$ cat src/rtl/avalon_pio_in_pkg.sv
// avalon_pio_in_pkg: register map and shared helpers for the debounced input PIO.
`default_nettype none

package avalon_pio_in_pkg;

    localparam logic [2:0] ADDR_DATA = 3'd0;
    localparam logic [2:0] ADDR_RAW  = 3'd1;
    localparam logic [2:0] ADDR_MASK = 3'd2;
    localparam logic [2:0] ADDR_EDGE = 3'd3;
    localparam logic [2:0] ADDR_RISE = 3'd4;
    localparam logic [2:0] ADDR_FALL = 3'd5;

    // Set-dominant W1C update: a new edge survives a clear landing on the same cycle.
    function automatic logic [31:0] w1c_set_wins(input logic [31:0] cur,
                                                  input logic [31:0] clr,
                                                  input logic [31:0] set);
        return (cur & ~clr) | set;
    endfunction

endpackage

`default_nettype wire

$ cat src/rtl/pio_in_debounce_ch.sv
// pio_in_debounce_ch: one input channel - synchroniser, stability counter and edge flops.
`default_nettype none

module pio_in_debounce_ch
    import avalon_pio_in_pkg::*;
#(
    parameter int SYNC_STAGES     = 2,
    parameter int DEBOUNCE_CYCLES = 4,
    parameter int CNT_W           = 16
) (
    input  logic clk,
    input  logic reset,
    input  logic din_i,
    output logic sync_o,
    output logic stable_o,
    output logic rise_raw_o,
    output logic fall_raw_o
);

    logic [SYNC_STAGES-1:0] sync_q;
    logic                   stable_d1_q;
    logic                   w_stable;

    always_ff @(posedge clk or posedge reset) begin
        if (reset) begin
            sync_q <= '0;
        end else begin
            sync_q <= {sync_q[SYNC_STAGES-2:0], din_i};
        end
    end

    assign sync_o = sync_q[SYNC_STAGES-1];

    generate
        if (DEBOUNCE_CYCLES == 0) begin : g_bypass
            assign w_stable = sync_o;
        end else begin : g_dbnc
            localparam logic [CNT_W-1:0] CNT_LAST = CNT_W'(DEBOUNCE_CYCLES - 1);

            logic [CNT_W-1:0] cnt_q, cnt_d;
            logic             stable_q, stable_d;

            always_comb begin
                cnt_d    = cnt_q;
                stable_d = stable_q;
                if (sync_o == stable_q) begin
                    cnt_d = '0;
                end else if (cnt_q == CNT_LAST) begin
                    stable_d = sync_o;
                    cnt_d    = '0;
                end else begin
                    cnt_d = cnt_q + CNT_W'(1);
                end
            end

            always_ff @(posedge clk or posedge reset) begin
                if (reset) begin
                    cnt_q    <= '0;
                    stable_q <= 1'b0;
                end else begin
                    cnt_q    <= cnt_d;
                    stable_q <= stable_d;
                end
            end

            assign w_stable = stable_q;
        end
    endgenerate

    always_ff @(posedge clk or posedge reset) begin
        if (reset) begin
            stable_d1_q <= 1'b0;
        end else begin
            stable_d1_q <= w_stable;
        end
    end

    assign stable_o   = w_stable;
    assign rise_raw_o = w_stable & ~stable_d1_q;
    assign fall_raw_o = ~w_stable & stable_d1_q;

endmodule

`default_nettype wire

$ cat src/rtl/avalon_pio_in_dbnc.sv
// avalon_pio_in_dbnc: Avalon-MM input PIO with per-channel debounce, edge capture and irq.
`default_nettype none

module avalon_pio_in_dbnc
    import avalon_pio_in_pkg::*;
#(
    parameter int WIDTH           = 10,
    parameter int SYNC_STAGES     = 2,
    parameter int DEBOUNCE_CYCLES = 4,
    parameter int CNT_W           = 16
) (
    input  logic             clk,
    input  logic             reset,
    input  logic [2:0]       address,
    input  logic             chipselect,
    input  logic             write_n,
    input  logic [31:0]      writedata,
    output logic [31:0]      readdata,
    input  logic [WIDTH-1:0] in_port,
    output logic             irq
);

    logic [WIDTH-1:0] w_sync, w_stable, w_rise_raw, w_fall_raw;
    logic [WIDTH-1:0] mask_q, mask_d;
    logic [WIDTH-1:0] edge_q, edge_d;
    logic [WIDTH-1:0] rise_en_q, rise_en_d;
    logic [WIDTH-1:0] fall_en_q, fall_en_d;
    logic [31:0]      readdata_q, readdata_d;
    logic [WIDTH-1:0] w_wdata, w_clr, w_set;
    logic             w_we;
    logic             w_unused_wd;

    generate
        for (genvar i = 0; i < WIDTH; i++) begin : g_ch
            pio_in_debounce_ch #(
                .SYNC_STAGES    (SYNC_STAGES),
                .DEBOUNCE_CYCLES(DEBOUNCE_CYCLES),
                .CNT_W          (CNT_W)
            ) u_ch (
                .clk       (clk),
                .reset     (reset),
                .din_i     (in_port[i]),
                .sync_o    (w_sync[i]),
                .stable_o  (w_stable[i]),
                .rise_raw_o(w_rise_raw[i]),
                .fall_raw_o(w_fall_raw[i])
            );
        end
    endgenerate

    assign w_we        = chipselect & ~write_n;
    assign w_wdata     = writedata[WIDTH-1:0];
    assign w_unused_wd = ^writedata;
    assign w_set       = (w_rise_raw & rise_en_q) | (w_fall_raw & fall_en_q);
    assign w_clr       = (w_we && address == ADDR_EDGE) ? w_wdata : '0;

    always_comb begin
        mask_d    = mask_q;
        rise_en_d = rise_en_q;
        fall_en_d = fall_en_q;
        edge_d    = WIDTH'(w1c_set_wins(32'(edge_q), 32'(w_clr), 32'(w_set)));
        if (w_we) begin
            case (address)
                ADDR_MASK: mask_d    = w_wdata;
                ADDR_RISE: rise_en_d = w_wdata;
                ADDR_FALL: fall_en_d = w_wdata;
                default:   ;
            endcase
        end
    end

    // Read path is unqualified by chipselect: the bridge samples it one cycle later.
    always_comb begin
        readdata_d = '0;
        case (address)
            ADDR_DATA: readdata_d = 32'(w_stable);
            ADDR_RAW:  readdata_d = 32'(w_sync);
            ADDR_MASK: readdata_d = 32'(mask_q);
            ADDR_EDGE: readdata_d = 32'(edge_q);
            ADDR_RISE: readdata_d = 32'(rise_en_q);
            ADDR_FALL: readdata_d = 32'(fall_en_q);
            default:   readdata_d = '0;
        endcase
    end

    always_ff @(posedge clk or posedge reset) begin
        if (reset) begin
            mask_q     <= '0;
            edge_q     <= '0;
            rise_en_q  <= '1;
            fall_en_q  <= '1;
            readdata_q <= '0;
        end else begin
            mask_q     <= mask_d;
            edge_q     <= edge_d;
            rise_en_q  <= rise_en_d;
            fall_en_q  <= fall_en_d;
            readdata_q <= readdata_d;
        end
    end

    assign readdata = readdata_q;
    assign irq      = |(edge_q & mask_q);

endmodule

`default_nettype wire

$ cat config.mk
export PLATFORM = sky130hd
export DESIGN_NAME = avalon_pio_in_dbnc
export DESIGN_NICKNAME = d
export VERILOG_FILES = /design/src/rtl/avalon_pio_in_pkg.sv /design/src/rtl/pio_in_debounce_ch.sv /design/src/rtl/avalon_pio_in_dbnc.sv
export SDC_FILE = /design/constraint.sdc
export NUM_CORES = 1
export LEC_CHECK = 0
export CAP_MARGIN = 30
export CORE_MARGIN = 8
export CORE_UTILIZATION = 59
export DETAILED_ROUTE_END_ITERATION = 8
export GPL_TIMING_DRIVEN = 0
export PLACE_DENSITY_LB_ADDON = 0.12
export SLEW_MARGIN = 20
export SYNTH_ARGS = -nofsm -noshare
export SYNTH_HDL_FRONTEND = slang
export SYNTH_SLANG_ARGS = --single-unit
$ cat constraint.sdc
create_clock -name clk -period 11 [get_ports clk]
set_clock_uncertainty 0.1 [all_clocks]
set_input_delay 2.2 -clock clk [delete_from_list [all_inputs] [get_ports clk]]
set_output_delay 2.2 -clock clk [all_outputs]
set_load 0.02 [all_outputs]
==> flow_metrics.env, run 1 <==
export IMPL_die_y_um=156
export IMPL_fin_crit_ns=4.55
export IMPL_post_cts_repair_setup_buffers=0
export IMPL_synth_top_cell_area_share_pct=49.7
export IMPL_status="finished clean"
export IMPL_fin_tns_setup_ns=0
export IMPL_setup_violations=0
export IMPL_drc=0
export IMPL_worstSkewPairLatency_ns=0.53
export IMPL_clockBufferDepth=3
export IMPL_grt_pass1_wl_mm=38.3
export IMPL_fmax_ghz=0.220
export IMPL_r2r_end="g_ch[8].u_ch.g_dbnc.cnt_q[11]"
export IMPL_nFillCells=1504
export IMPL_nets=1234
export IMPL_leakage_nw=5.43
export IMPL_initial_utilization_pct=59.8
export IMPL_drive_gt1_share_pct=13.5
export IMPL_cts_buffers=26
export IMPL_worstHoldPathType="reg -> reg"
export IMPL_yosys_area_top_type="dfrtp_1"
export IMPL_cts_root_buf="clkbuf_16"
export IMPL_ios=82
export IMPL_synthTopCellsByArea="dfrtp_1 (50%), xnor2_1 (8.6%), nor2_1 (5.8%), dfstp_2 (4.5%), mux2_2 (4.3%)"
export IMPL_tightest_slew_ns=0.577
export IMPL_worst_r2r_startpoint="g_ch[8].u_ch.g_dbnc.cnt_q[0]"
export IMPL_gp_congestion=0.819
export IMPL_hold_depth=0
export IMPL_syn_area_sq_mm=0.0116
export IMPL_overflow=0
export IMPL_drtIter0Drc=444
export IMPL_ant_nets=0
export IMPL_cts_tree="built"
export IMPL_arrival_ns=2.25
export IMPL_post_dp_hpwl_mm=15.0
export IMPL_wirelength_mm=22.5
export IMPL_placedCellCount=1412
export IMPL_holdPathEnd="g_ch[4].u_ch.sync_q[1]"
export IMPL_io_buffer_count=37
export IMPL_wl_per_cell_um=15.4
export IMPL_die_area_sq_mm=0.0244
export IMPL_post_cts_resized=0
export IMPL_grt_pass1_vias=7871
export IMPL_ys_seq_area_share_pct=54.2
export IMPL_area_growth_pct=14.6
export IMPL_synth_seq_cells=250
export IMPL_avgSynthCellArea_sq_um=10.7
export IMPL_maxSlewHeadroom_pct=61.5
export IMPL_final_max_slew_viol_count=0
export IMPL_cp_required_ns=8.70
export IMPL_synth_most_common_cell="dfrtp_1"
export IMPL_total_power_mw=2.47
export IMPL_cts_clk_slew_worst_paths_ns=0.06
export IMPL_core_area_sq_mm=0.0194
export IMPL_post_route_period_util_pct=41.3
export IMPL_start_kind="flip-flop"
export IMPL_r2r_slack_ns=8.98
export IMPL_rows=51
export IMPL_grt_usage_pct=18.9
export IMPL_first_pass_iters=4
export IMPL_synth_cell_type_count=49
export IMPL_min_delay_start="g_ch[4].u_ch.sync_q[0]"
export IMPL_antenna_found_initial=0
export IMPL_cts_hold_buffers=0
export IMPL_cts_sinks=250
export IMPL_placed_area_sq_mm=0.0124
export IMPL_synth_edf_count=0
export IMPL_critPathCaptureType="output port"
export IMPL_final_cell_area_sq_mm=0.0133
export IMPL_ys_flop_type="dfrtp_1"
export IMPL_crit_fanout=3
export IMPL_grt_max_degree=95
export IMPL_route_detailed_vias_per_inst=5.45
export IMPL_stdcell_count=1460
export IMPL_via_count=7960
export IMPL_area_sequential_sq_mm=0.00628
export IMPL_async_reset_ff_share_pct=100
export IMPL_htreeDepth=1
export IMPL_p_per_area_mw_per_mm2=186
export IMPL_ir_drop_mv=0.129
export IMPL_yosysWarnings=0
export IMPL_rsz0062_at_grt="false"
export IMPL_yosys_top_cells_count="dfrtp_1 (230), nor2_1 (179), xnor2_1 (114), nand2_1 (68), nor4_1 (56)"
export IMPL_multiInputGateArea_sq_mm=0.00501
export IMPL_critPathKind="reg -> out"
export IMPL_rr_worst_depth=6
export IMPL_die_x_um=156
export IMPL_hold_violations=0
export IMPL_maxCapViolCount=0
export IMPL_postSynthCellCount=1087
export IMPL_antenna_cells=0
-- sequential cells by signal (all words and copies together), names as in the netlist --
signal and flops:
edge_q 10, fall_en_q 10, g_ch.u_ch.g_dbnc.cnt_q 160, g_ch.u_ch.stable_d1_q 10, g_ch.u_ch.stable_o 10, g_ch.u_ch.sync_q 20, mask_q 10, readdata 10
rise_en_q 10
-- worst max-delay path by stage --
| stage | slack [ns] | end | start | cells past startpoint |
|---|---|---|---|---|
| finish | 6.45 | irq | edge_q[8] | 4 |
| global route | 6.37 | irq | edge_q[8] | 4 |
| CTS | 6.44 | irq | mask_q[8] | 4 |
| detailed placement | 6.59 | rise_en_q[8] | address[2] | 6 |
| global placement | -1.20 | g_ch[7].u_ch.g_dbnc.cnt_q[8] | reset | 2 |
| floorplan | 1.86 | edge_q[0] | reset | 1 |
-- worst max-delay path, stage by stage, from the launching register on --
cell,delay [ns]
dfrtp_1,0.41
a22o_1,0.25
a221oi_1,0.24
nand4_1,0.23
clkdlybuf4s50_1,0.60
-- metal layers --
metal	up-vias	GRT usage, %	wire length (um)
met3	29	3.32	986
met1	3871	26.0	10800
li1	3932	-	-
met5	-	0	0
met2	128	30.6	10400
met4	0	4.58	354
-- where the power goes --
part           switching (mW)  internal, mW  total [mW]
logic                   0.241         0.188       0.429
clock network           0.352         0.509       0.861
registers               0.120          1.06        1.18
total                   0.712          1.76        2.47
-- area by class of cell --
cell class              instances  area share (%)
repair buffers                 39            3.20
clock buffers                  43            5.91
plain buffers                  44            2.03
inverters                      29           0.876
clock inverters                 5           0.480
flip-flops and latches        250            47.3
well taps                     265            2.50
multi-input cells             785            37.7
-- logic make-up after synthesis --
logic type | share of synthesized area, %
and+or+nand+nor | 21.3
DFF | 54.2
xor gates and xnor gates | 11.0
buffers and inverters | 3.27
muxes | 5.92
AOI/OAI and AO/OA | 3.20
adders and majority gates | 1.08
other | 0.0324
-- cells in the final DEF, fill, tap and decap left out, types with 3 or more instances in the layout --
cell type and instances:
inv_1 28, buf_4 22, buf_2 15, conb_1 22, clkbuf_2 3, a21oi_1 8, a21o_1 9, o22ai_1 10
and4_1 3, nor2b_1 5, nor4_1 56, and3_1 14, clkdlybuf4s50_1 37, a31oi_1 4, dfstp_2 20, clkbuf_16 26
nor3b_1 3, nand3b_1 5, mux2_2 44, nand4_1 39, nand4_2 4, xnor2_1 114, o31ai_1 3, clkbuf_8 7
nor4b_1 9, xor2_1 32, nand2_1 68, ha_1 10, nand3_1 50, mux2i_1 10, o21ai_0 6, mux4_2 4
or4_1 3, nor3_1 43, nor2_1 179, dfrtp_1 230, clkbuf_1 14, a22oi_1 7
-- stage by stage --
stage	utilization (%)	hold WS (ns)	setup slack, ns
2_1_floorplan	-	0.231	1.86
3_3_place_gp	63.8	0.232	-1.20
3_5_place_dp	64.1	0.236	6.59
4_1_cts	68.5	0.249	6.44
5_1_grt	68.5	0.257	6.37
6_report	68.5	0.252	6.45
Power figures use the tool's default switching activity.
==> run 2, diff against run 1 <==
==> constraint.sdc (replaced) <==
create_clock -name clk -period 4.7 [get_ports clk]
set_clock_uncertainty 0.1 [all_clocks]
set_input_delay 0.94 -clock clk [delete_from_list [all_inputs] [get_ports clk]]
set_output_delay 0.94 -clock clk [all_outputs]
set_load 0.02 [all_outputs]
==> run 2 against run 1 <==
Compared with the run above:
- core utilization increased by 1.1 points
- critical path type unchanged
- highest routed layer unchanged
- critical path depth unchanged
- via count increased by 0.25%
==> flow_metrics.env, run 2 (synthesis gave the netlist of run 1 again) <==
export IMPL_nFillCells=1501
export IMPL_overflow=0
export IMPL_fin_tns_setup_ns=0
export IMPL_final_cell_mix="dfrtp_1 (230), nor2_1 (179), xnor2_1 (114), nand2_1 (68), nor4_1 (56)"
export IMPL_worstSkewPairLatency_ns=0.53
export IMPL_cts_sinks=250
export IMPL_routed_wl_met2_mm=10.7
export IMPL_die_x_um=156
export IMPL_fin_util_pct=69.6
export IMPL_worst_r2r_startpoint="g_ch[9].u_ch.g_dbnc.cnt_q[0]"
export IMPL_antenna_found_initial=0
export IMPL_cts_tree="built"
export IMPL_cts_hold_buffers=0
export IMPL_via_count=7980
export IMPL_grt_pass1_vias=7924
export IMPL_status="finished clean"
export IMPL_gp_congestion=0.843
export IMPL_p_comb_share_pct=16.9
export IMPL_critPathCaptureType="output port"
export IMPL_holdPathEnd="g_ch[9].u_ch.sync_q[1]"
export IMPL_cts_clk_slew_worst_paths_ns=0.06
export IMPL_r2r_slack_ns=2.67
export IMPL_maxSlewHeadroom_pct=61.3
export IMPL_crit_chain="a22o_1, a221oi_1, nand4_1, clkdlybuf4s50_1"
export IMPL_rr_worst_depth=6
export IMPL_post_cts_repair_setup_buffers=0
export IMPL_p_seq_share_pct=45.9
export IMPL_grt_pass1_wl_mm=38.8
export IMPL_largest_reg_flops=160
export IMPL_fin_crit_ns=3.20
export IMPL_ios=82
export IMPL_r2r_end="g_ch[9].u_ch.g_dbnc.cnt_q[7]"
export IMPL_route_detailed_vias_per_inst=5.44
export IMPL_total_power_mw=6.01
export IMPL_setup_violations=0
export IMPL_slowest_delay_ns=0.61
export IMPL_io_buffer_count=37
export IMPL_cts_root_buf="clkbuf_16"
export IMPL_cp_required_ns=3.66
export IMPL_drive_gt1_share_pct=14.2
export IMPL_first_pass_iters=5
export IMPL_cts_buffers=26
export IMPL_rows=51
export IMPL_hold_violations=0
export IMPL_final_common_cell="dfrtp_1"
export IMPL_nets=1240
export IMPL_placed_area_sq_mm=0.0125
export IMPL_fin_hold_ws_ns=0.247
export IMPL_wirelength_mm=22.5
export IMPL_wl_per_cell_um=15.4
export IMPL_power_switching_mw=1.67
export IMPL_htreeDepth=1
export IMPL_die_y_um=156
export IMPL_rsz0062_at_grt="false"
export IMPL_p_per_area_mw_per_mm2=446
export IMPL_power_frac_clock_pct=37.2
export IMPL_die_area_sq_mm=0.0244
export IMPL_wl_met3_mm=1.18
export IMPL_ir_drop_mv=0.312
export IMPL_area_growth_pct=16.4
export IMPL_core_area_sq_mm=0.0194
export IMPL_hold_depth=0
export IMPL_switching_share_pct=27.7
export IMPL_top_layer="met4"
export IMPL_layout_top_registers="g_ch.u_ch.g_dbnc.cnt_q x160, g_ch.u_ch.sync_q x20"
export IMPL_ant_nets=0
export IMPL_drtIter0Drc=443
export IMPL_min_delay_start="g_ch[9].u_ch.sync_q[0]"
export IMPL_grt_usage_pct=19.1
export IMPL_critPathKind="reg -> out"
export IMPL_tightest_slew_ns=0.580
export IMPL_post_route_period_util_pct=68.1
export IMPL_arrival_ns=2.16
export IMPL_grt_max_degree=36
export IMPL_regMostFlops="g_ch.u_ch.g_dbnc.cnt_q"
export IMPL_cp_slowest_cell="clkdlybuf4s50_1"
export IMPL_drc=0
export IMPL_initial_utilization_pct=59.8
export IMPL_worstHoldPathType="reg -> reg"
export IMPL_crit_fanout=3
export IMPL_met1_length_mm=10.2
export IMPL_clockBufferDepth=3
export IMPL_post_dp_hpwl_mm=15.4
export IMPL_final_cell_area_sq_mm=0.0135
export IMPL_cp_top_family="buffers and inverters"
export IMPL_final_max_slew_viol_count=0
export IMPL_fmax_ghz=0.312
export IMPL_start_kind="flip-flop"
export IMPL_maxCapViolCount=0
export IMPL_internal_power_mw=4.34
export IMPL_leakage_nw=5.54
export IMPL_critPathBufInv=1
export IMPL_post_cts_resized=0
export IMPL_antenna_cells=0
run 2: changes by cell type in the layout (fill, tap and decap cells not counted), sizes merged:
| cell | previous run | this run |
|---|---|---|
| bufinv | 1 | 5 |
| buf | 39 | 45 |
| inv | 29 | 28 |
| clkinv | 3 | 4 |
| clkbuf | 50 | 46 |
run 2: power by group through the flow:
stage	clock, mW	combinational, mW	sequential, mW
6_report	2.24	1.02	2.76
5_1_grt	2.39	1.14	2.80
4_1_cts	2.29	1.03	2.76
3_5_place_dp	0	1.02	2.79
3_3_place_gp	0	0.985	2.77
2_1_floorplan	0	0.732	2.74
run 2: per-layer routing:
| layer | up-vias | GRT usage (%) |
|---|---|---|
| met4 | 0 | 4.67 |
| met3 | 31 | 3.85 |
| li1 | 3950 | - |
| met1 | 3859 | 25.9 |
| met2 | 140 | 31.0 |
| met5 | - | 0 |
run 2: worst max path at each step:
| stage | start | end | depth (start not counted) |
|---|---|---|---|
| floorplan | reset | edge_q[0] | 1 |
| global placement | reset | g_ch[5].u_ch.g_dbnc.cnt_q[12] | 2 |
| detailed placement | address[1] | readdata[3] | 5 |
| CTS | mask_q[8] | irq | 4 |
| global route | mask_q[8] | irq | 4 |
| finish | mask_q[8] | irq | 4 |
run 2: cell type report:
class / instances / area [sq um] / area share, %
inverters: 29 / 113 / 0.834
flip-flops and latches: 250 / 6280 / 46.5
plain buffers: 44 / 270 / 2.00
clock inverters: 9 / 170 / 1.26
repair buffers: 45 / 538 / 3.99
clock buffers: 39 / 781 / 5.79
multi-input cells: 785 / 5010 / 37.1
well taps: 265 / 332 / 2.46
run 2: through the flow:
| stage | instances | setup slack, ns |
|---|---|---|
| 2_1_floorplan | 1108 | 0.389 |
| 3_3_place_gp | 1410 | -1.38 |
| 3_5_place_dp | 1418 | 1.53 |
| 4_1_cts | 1466 | 1.48 |
| 5_1_grt | 1466 | 1.40 |
| 6_report | 1466 | 1.50 |
